[config.mk]
export PLATFORM = sky130hd
export DESIGN_NAME = ft232h_tx_writer
export DESIGN_NICKNAME = d
export VERILOG_FILES = /design/src/rtl/ft232h_tx_writer.sv
export SDC_FILE = /design/constraint.sdc
export NUM_CORES = 1
export LEC_CHECK = 0
export CAP_MARGIN = 10
export CORE_MARGIN = 2
export CORE_UTILIZATION = 30
export CTS_CLUSTER_SIZE = 24
export DETAILED_ROUTE_END_ITERATION = 6
export MAX_ROUTING_LAYER = met4
export SYNTH_ARGS = -nofsm -noshare
export SYNTH_HDL_FRONTEND = slang
export SYNTH_SLANG_ARGS = --single-unit
[constraint.sdc]
create_clock -name clk60 -period 2.2 [get_ports clk60]
set_input_delay 0.44 -clock clk60 [delete_from_list [all_inputs] [get_ports clk60]]
set_output_delay 0.44 -clock clk60 [all_outputs]
set_load 0.05 [all_outputs]
[src/rtl/ft232h_tx_writer.sv]
// Purpose : drains the show-ahead outbound FIFO into the FT232H sync-FIFO write port.
// Latency : FIFO byte on TOPC one cycle after rdreq; sustains 1 byte/cycle while TXEn stays low.
// Backpr. : TXEn high holds the pending byte on TOPC (no rdreq); grant loss keeps it for the next grant.
//
// Ports:
//   clk60, RSTn              - FT232H CLKOUT, async active-low reset
//   tx_grant                 - arbiter grant of the shared bus for transmit
//   rdempty, q, rdreq        - show-ahead FIFO interface (rdreq is combinational)
//   TXEn, WRn, TOPC, bus_oe  - FT232H write side and tri-state enable
//   tx_release               - pulse on the accept that completes a MAX_BURST burst
//   byte_count               - bytes accepted by the FT232H since reset (wraps)
//   SIWUn                    - send-immediate pulse, only built with macro FT_SIWU_EN
module ft232h_tx_writer #(
    parameter int MAX_BURST    = 64,
    parameter int IDLE_TIMEOUT = 32
) (
    input  logic        clk60,
    input  logic        RSTn,
    input  logic        tx_grant,
    input  logic        rdempty,
    input  logic [7:0]  q,
    output logic        rdreq,
    input  logic        TXEn,
    output logic        WRn,
    output logic [7:0]  TOPC,
    output logic        bus_oe,
    output logic        tx_release,
    output logic [15:0] byte_count,
    output logic        SIWUn
);

    typedef enum logic [1:0] {
        S_IDLE = 2'd0,
        S_XFER = 2'd1,
        S_HOLD = 2'd2
    } state_t;

    state_t      r_state;
    state_t      w_state_nxt;
    logic        r_out_v;
    logic        r_bus_oe;
    logic [7:0]  r_topc;
    logic [7:0]  r_burst_cnt;
    logic [15:0] r_byte_count;

    logic        w_accept;
    logic        w_last;
    logic        w_load;
    logic        w_release;

    // The FT232H latches the byte on any edge where WRn and TXEn are both low;
    // WRn itself is a pure function of flops so it is glitch-free on the pad.
    assign w_accept = r_out_v & r_bus_oe & ~TXEn;
    assign w_last   = w_accept && (r_burst_cnt == 8'(MAX_BURST - 1));
    // Refill the output register when it is empty or being emptied this edge.
    assign w_load   = tx_grant && (r_state == S_XFER) && !rdempty && (!r_out_v || w_accept);

    assign rdreq      = w_load;
    assign WRn        = ~(r_out_v & r_bus_oe);
    assign TOPC       = r_topc;
    assign bus_oe     = r_bus_oe;
    assign tx_release = w_release;
    assign byte_count = r_byte_count;

    always_comb begin
        w_state_nxt = r_state;
        w_release   = 1'b0;
        case (r_state)
            S_IDLE: begin
                if (tx_grant) w_state_nxt = S_XFER;
            end
            S_XFER: begin
                if (w_last) begin
                    w_state_nxt = S_HOLD;
                    w_release   = 1'b1;
                end else if (!tx_grant) begin
                    w_state_nxt = S_IDLE;
                end
            end
            S_HOLD: begin
                if (!tx_grant) w_state_nxt = S_IDLE;
            end
            default: w_state_nxt = S_IDLE;
        endcase
    end

    always_ff @(posedge clk60 or negedge RSTn) begin
        if (!RSTn) begin
            r_state      <= S_IDLE;
            r_bus_oe     <= 1'b0;
            r_out_v      <= 1'b0;
            r_topc       <= 8'h00;
            r_burst_cnt  <= 8'h00;
            r_byte_count <= 16'h0000;
        end else begin
            r_state  <= w_state_nxt;
            // Driving the bus exactly while in XFER keeps bus_oe one edge behind grant.
            r_bus_oe <= (w_state_nxt == S_XFER);

            if (w_load) begin
                r_topc  <= q;
                r_out_v <= 1'b1;
            end else if (w_accept) begin
                r_out_v <= 1'b0;
            end

            if (r_state == S_IDLE && w_state_nxt == S_XFER) begin
                r_burst_cnt <= 8'h00;
            end else if (w_accept) begin
                r_burst_cnt <= r_burst_cnt + 8'd1;
            end

            if (w_accept) r_byte_count <= r_byte_count + 16'd1;
        end
    end

`ifdef FT_SIWU_EN
    localparam int IW = $clog2(IDLE_TIMEOUT + 1);

    logic [IW-1:0] r_idle_cnt;
    logic          r_armed;
    logic          r_siwu_n;

    // Counter starts at 1 on the accepting edge so SIWUn falls IDLE_TIMEOUT
    // edges after the accept; the armed flag limits it to one pulse per idle gap.
    always_ff @(posedge clk60 or negedge RSTn) begin
        if (!RSTn) begin
            r_idle_cnt <= '0;
            r_armed    <= 1'b0;
            r_siwu_n   <= 1'b1;
        end else begin
            r_siwu_n <= 1'b1;
            if (w_accept) begin
                r_idle_cnt <= IW'(1);
                r_armed    <= 1'b1;
            end else if (r_armed) begin
                if (r_idle_cnt != IW'(IDLE_TIMEOUT)) begin
                    r_idle_cnt <= r_idle_cnt + IW'(1);
                end else if (!r_out_v && rdempty) begin
                    r_siwu_n <= 1'b0;
                    r_armed  <= 1'b0;
                end
            end
        end
    end

    assign SIWUn = r_siwu_n;
`else
    assign SIWUn = 1'b1;
`endif

endmodule
### Yosys cells after proc, flatten, opt, wreduce, memory -nomap -nowiden

Index checks and enable logic that the tools add are counted.

| storage, ports and cells | value |
|---|---|
| bits in read-only memories | 0 |
| latch bits | 0 |
| word-level logic and storage cells | 37 |
| bits in writable memories | 0 |
| input bits | 13 |
| output and inout port bits | 29 |
| register bits after elaboration | 36 |
| memories | 0 |

| operators by class | value |
|---|---|
| shift-type cells | 0 |
| $mul | 0 |
| div/mod/pow operators | 0 |
| add/subtract/negate cells | 2 |
| reduce and logical (&&, ||, !) cells | 11 |
| magnitude comparators | 0 |
| bitwise operators | 4 |
| muxes and demuxes | 10 |
| equality and inequality tests | 4 |

Operators with widths:

| cell | count |
|---|---|
| $add A16 B1 Y16 const B | 1 |
| $mux W8 | 2 |
| $add A8 B1 Y8 const B | 1 |
| $eq A8 B6 Y1 const B | 1 |
| $mux W2 | 3 |
| $pmux W2 S3 | 1 |
| $logic_and A1 B1 Y1 | 5 |
| $eq A2 B1 Y1 const B | 2 |
| $mux W1 | 4 |
| $reduce_bool A2 Y1 | 2 |
| $and A1 B1 Y1 | 2 |
| $eq A2 B2 Y1 const B | 1 |
| $logic_not A1 Y1 | 2 |
| $logic_not A2 Y1 | 1 |
| $not A1 Y1 | 2 |
| $logic_or A1 B1 Y1 | 1 |

### Depth between registers and ports, before layout

| depth | value |
|---|---|
| depth after elaboration | 8 |
| depth in mapped cells | 5 |
| gate-level depth less buffers | 5 |

### Worst setup path before layout

Ideal clock, no wire load.

| timing | value |
|---|---|
| path kind | reg-to-output |
| from | register r_bus_oe (netlist: bus_oe) |
| to | output port tx_release |
| stages on the path, launching flop included | 4 |
| data required time | 1.760 ns |
| path buffers | 0 |
| arrival | 2.504 ns |
| path slack | -0.744 ns |
| cells stage by stage | dfrtp_1 -> and3b_1 -> nand4_1 -> nor4_1 |

| between the ends | value |
|---|---|
| cells in the longest elaborated chain, start to end | 5 |

Ends and longest elaborated chain:

| element | line | source |
|---|---|---|
| start, declared | 41 | `logic r_bus_oe;` |
| start signal, assigned | 98 | `r_bus_oe <= (w_state_nxt == S_XFER);` |
| $and A1 B1 Y1 (2 in series) | 53 | `assign w_accept = r_out_v & r_bus_oe & ~TXEn;` |
| $logic_and A1 B1 Y1 | 54 | `assign w_last = w_accept && (r_burst_cnt == 8'(MAX_BURST - 1));` |
| $mux W1 | 73 | `if (w_last) begin` |
| $mux W1 | 68 | `case (r_state)` |
| end, declared | 27 | `output logic tx_release,` |

No other way between the ends.

### Worst setup path in the final report

| timing | value |
|---|---|
| from | register r_out_v |
| to | output port WRn |

| between the ends | value |
|---|---|
| cells in the longest elaborated chain, start to end | 2 |

Ends and longest elaborated chain:

| element | line | source |
|---|---|---|
| start, declared | 40 | `logic r_out_v;` |
| start signal, assigned | 91 | `r_out_v <= 1'b0;` |
| start signal, assigned | 102 | `r_out_v <= 1'b1;` |
| start signal, assigned | 104 | `r_out_v <= 1'b0;` |
| $and A1 B1 Y1 | 59 | `assign WRn = ~(r_out_v & r_bus_oe);` |
| $not A1 Y1 | 59 |  |
| end, declared | 24 | `output logic WRn,` |

No other way between the ends.

==> flow_summary.json <==
{
  "rsz0062_at_grt": "false",
  "numPortBuffers": 40,
  "num_antenna_cells": 0,
  "p_per_area_nw_per_um2": 845,
  "die_h_um": 76.1,
  "post-route-period-util_pct": 94.4,
  "routabilityCongestion": 0.803,
  "fillers": 504,
  "dp_slack_ns": -0.0710,
  "grt_pass1_wl_um": 5840,
  "finalCriticalPeriod_ns": 2.08,
  "core_area_um2": 5070,
  "cts_tree": "yes",
  "grtUsageMet2_pct": 19.6,
  "max-clock-path-buffers": 2,
  "synthXorXnorAreaFrac_pct": 12.3,
  "maxSlewViolCount": 0,
  "yosys_warnings": 0,
  "ys.flop_type": "dfrtp_1",
  "netlist_area_um2": 1560,
  "grt_overflow_total": 0,
  "synthTopCellsByArea": "dfrtp_1, xor2_1, mux2_2, xnor2_1, nand4_1",
  "drtPass1Iterations": 4,
  "drt-initial-drc-count": 68,
  "finalSetupViolCount": 0,
  "die_w_um": 76.1,
  "path_class": "reg -> out",
  "finalPower_mw": 1.87,
  "antenna_found_initial": 0,
  "path_delay_family": "buffers and inverters",
  "path_cells": "nand2_1 -> clkdlybuf4s50_1",
  "path_buf_inv": 1,
  "hpwl_um": 2390,
  "area_growth_pct": 41.7,
  "grt_usage_pct": 13.0,
  "critPathSlowestCell": "clkdlybuf4s50_1",
  "crit_fanout": 6,
  "drt-total-wl_um": 3280,
  "synth_top_family_by_area": "simple AND/OR/NAND/NOR gates",
  "synth_fa_ha_area_share_pct": 1.60,
  "ys_ff_latch": 36,
  "grt_max_degree": 37,
  "finalNetCount": 192,
  "row_count": 26,
  "grt_pass1_vias": 1158,
  "cts_buffers": 5,
  "vias_per_cell": 4.64,
  "async_flop_share_pct": 100,
  "yosysTopAreaCellShare_pct": 57.7,
  "max_stage_delay_ns": 0.80,
  "tightest_slew_ns": 0.520,
  "fin_setup_tns_ns": 0,
  "cts_root_buffer": "clkbuf_8",
  "clkSlewWorstSetupHoldPaths_ns": 0.07,
  "clock_sinks": 36,
  "ys_seq_area_share_pct": 57.7,
  "synth_compound_area_share_pct": 1.52,
  "p_leak_nw": 0.975,
  "critPathLaunchType": "flip-flop",
  "hold_viol": 0,
  "final-seq-area_um2": 902,
  "wl_per_cell_um": 13.2,
  "crit_arrival_ns": 1.64,
  "final_cell_area_um2": 2210,
  "synth-edff-count": 0,
  "yosys.area_share.simple_pct": 18.7,
  "met3_usage_pct": 4.62,
  "cap_violations": 0,
  "h-tree-depth": 2,
  "synth.avg_cell_area_um2": 12.4,
  "start_util_pct": 30.8,
  "maxSlewHeadroom_pct": 65.2,
  "drc": 0,
  "peakVddDrop_mv": 0.332,
  "top_usage_layer": "met2",
  "finClkSkew_ns": 0.00266,
  "place_area_um2": 2110,
  "hold_class": "reg -> reg",
  "synth_cells": 126,
  "synth_nets": 141,
  "dieArea_um2": 5800,
  "synthMuxAreaShare_pct": 7.13,
  "clkLatencyLatePin_ns": 0.28,
  "drt.antenna.violating_nets": 0,
  "crit_path_end_kind": "primary output",
  "postCtsHoldBufs": 0,
  "worstPathRequired_ns": 1.76,
  "max_freq_ghz": 0.482,
  "synth_area_leader_cell": "dfrtp_1",
  "multiInputGateArea_um2": 663,
  "ios": 42,
  "yosysUniqueCellTypes": 26,
  "status": "completed",
  "postLayoutSetupSlackWorst_ns": 0.124,
  "drive_gt1_share_pct": 16.3,
  "vias": 1151,
  "grt_use_met1_pct": 16.7,
  "utilization_pct": 43.6
}
## worst reg2reg max path, stage by stage, from the launching register on
cell and delay, ns:
dfrtp_1 0.39, nand2b_4 0.14, or3b_4 0.39, a21oi_4 0.16, buf_4 0.20, mux2_2 0.35
## Yosys cell counts, types with 2 or more instances
cell type / count
dfrtp_1: 36
nor2_1: 13
nand4_1: 12
xor2_1: 12
xnor2_1: 10
mux2_2: 9
nand2_1: 7
nand3_1: 4
and3_1: 3
and4_1: 2
ha_1: 2
nand2b_1: 2
## flip-flops by register name, summed over array words and instances, names as in the netlist
register	cells
bus_oe	1
r_state	2
byte_count	16
r_out_v	1
TOPC	8
r_burst_cnt	8
## timing repair
action	4_1_cts	5_1_grt
setup buffers	0	1
gates resized for setup	0	3
hold endpoints to repair	0	0
setup endpoints to repair	0	2
## area by class of cell
class                   instances  area share, %
repair buffers                 46           21.3
multi-input cells              88           30.0
clock buffers                   8           4.07
well taps                      70           3.96
flip-flops and latches         36           40.8
## placed cells by master (no fill, tap or decap), types with 2 or more instances in the layout
cell	Yosys	layout
and3_1	3	3
mux2_2	9	9
dfrtp_1	36	35
buf_4	1	6
nand2b_1	2	2
and4_1	2	2
nand4_1	12	12
clkdlybuf4s50_1	0	36
nand3_1	4	4
dlymetal6s2s_1	0	2
clkbuf_8	0	6
nor2_1	13	13
buf_12	0	2
nand2_1	7	7
xnor2_1	10	10
xor2_1	12	12
ha_1	2	2
clkbuf_1	0	2
## per-stage QoR
step | hold WS (ns) | instances
finish | 0.480 | 248
global route | 0.487 | 248
CTS | 0.483 | 247
detailed placement | 0.470 | 239
global placement | 0.463 | 239
floorplan | 0.144 | 126
## power breakdown
group	switching (mW)	internal (mW)
clock network	0.218	0.255
registers	0.0782	0.742
logic	0.362	0.215
## worst paths after layout
| check | from | endpoint | slack, ns | cells past startpoint |
|---|---|---|---|---|
| min reg2reg | byte_count[15] | byte_count[15] | 0.48 | 1 |
| min | byte_count[15] | byte_count[15] | 0.48 | 1 |
| min in group asynchronous | RSTn | TOPC[6] | 0.59 | 2 |
| max | r_out_v | WRn | 0.12 | 2 |
| max reg2reg | r_state[1] | TOPC[6] | 0.47 | 5 |
| max in group asynchronous | RSTn | r_out_v | 1.26 | 2 |
## layer usage
layer / routed length (um) / vias up / share of wire [%]
li1: - / 540 / -
met1: 1480 / 566 / 45
met2: 1570 / 38 / 48
met3: 183 / 7 / 5.6
met4: 43 / 0 / 1.3
met5: 0 / - / 0
## kinds of logic after synthesis
| group | count (synthesis) |
|---|---|
| AOI/OAI and AO/OA | 2 |
| xor gates and xnor gates | 22 |
| adders and majority gates | 2 |
| buffers and inverters | 2 |
| DFF | 36 |
| muxes | 10 |
| other | 1 |
| and+or+nand+nor | 51 |
No activity file was read; power rests on OpenSTA's default activity.
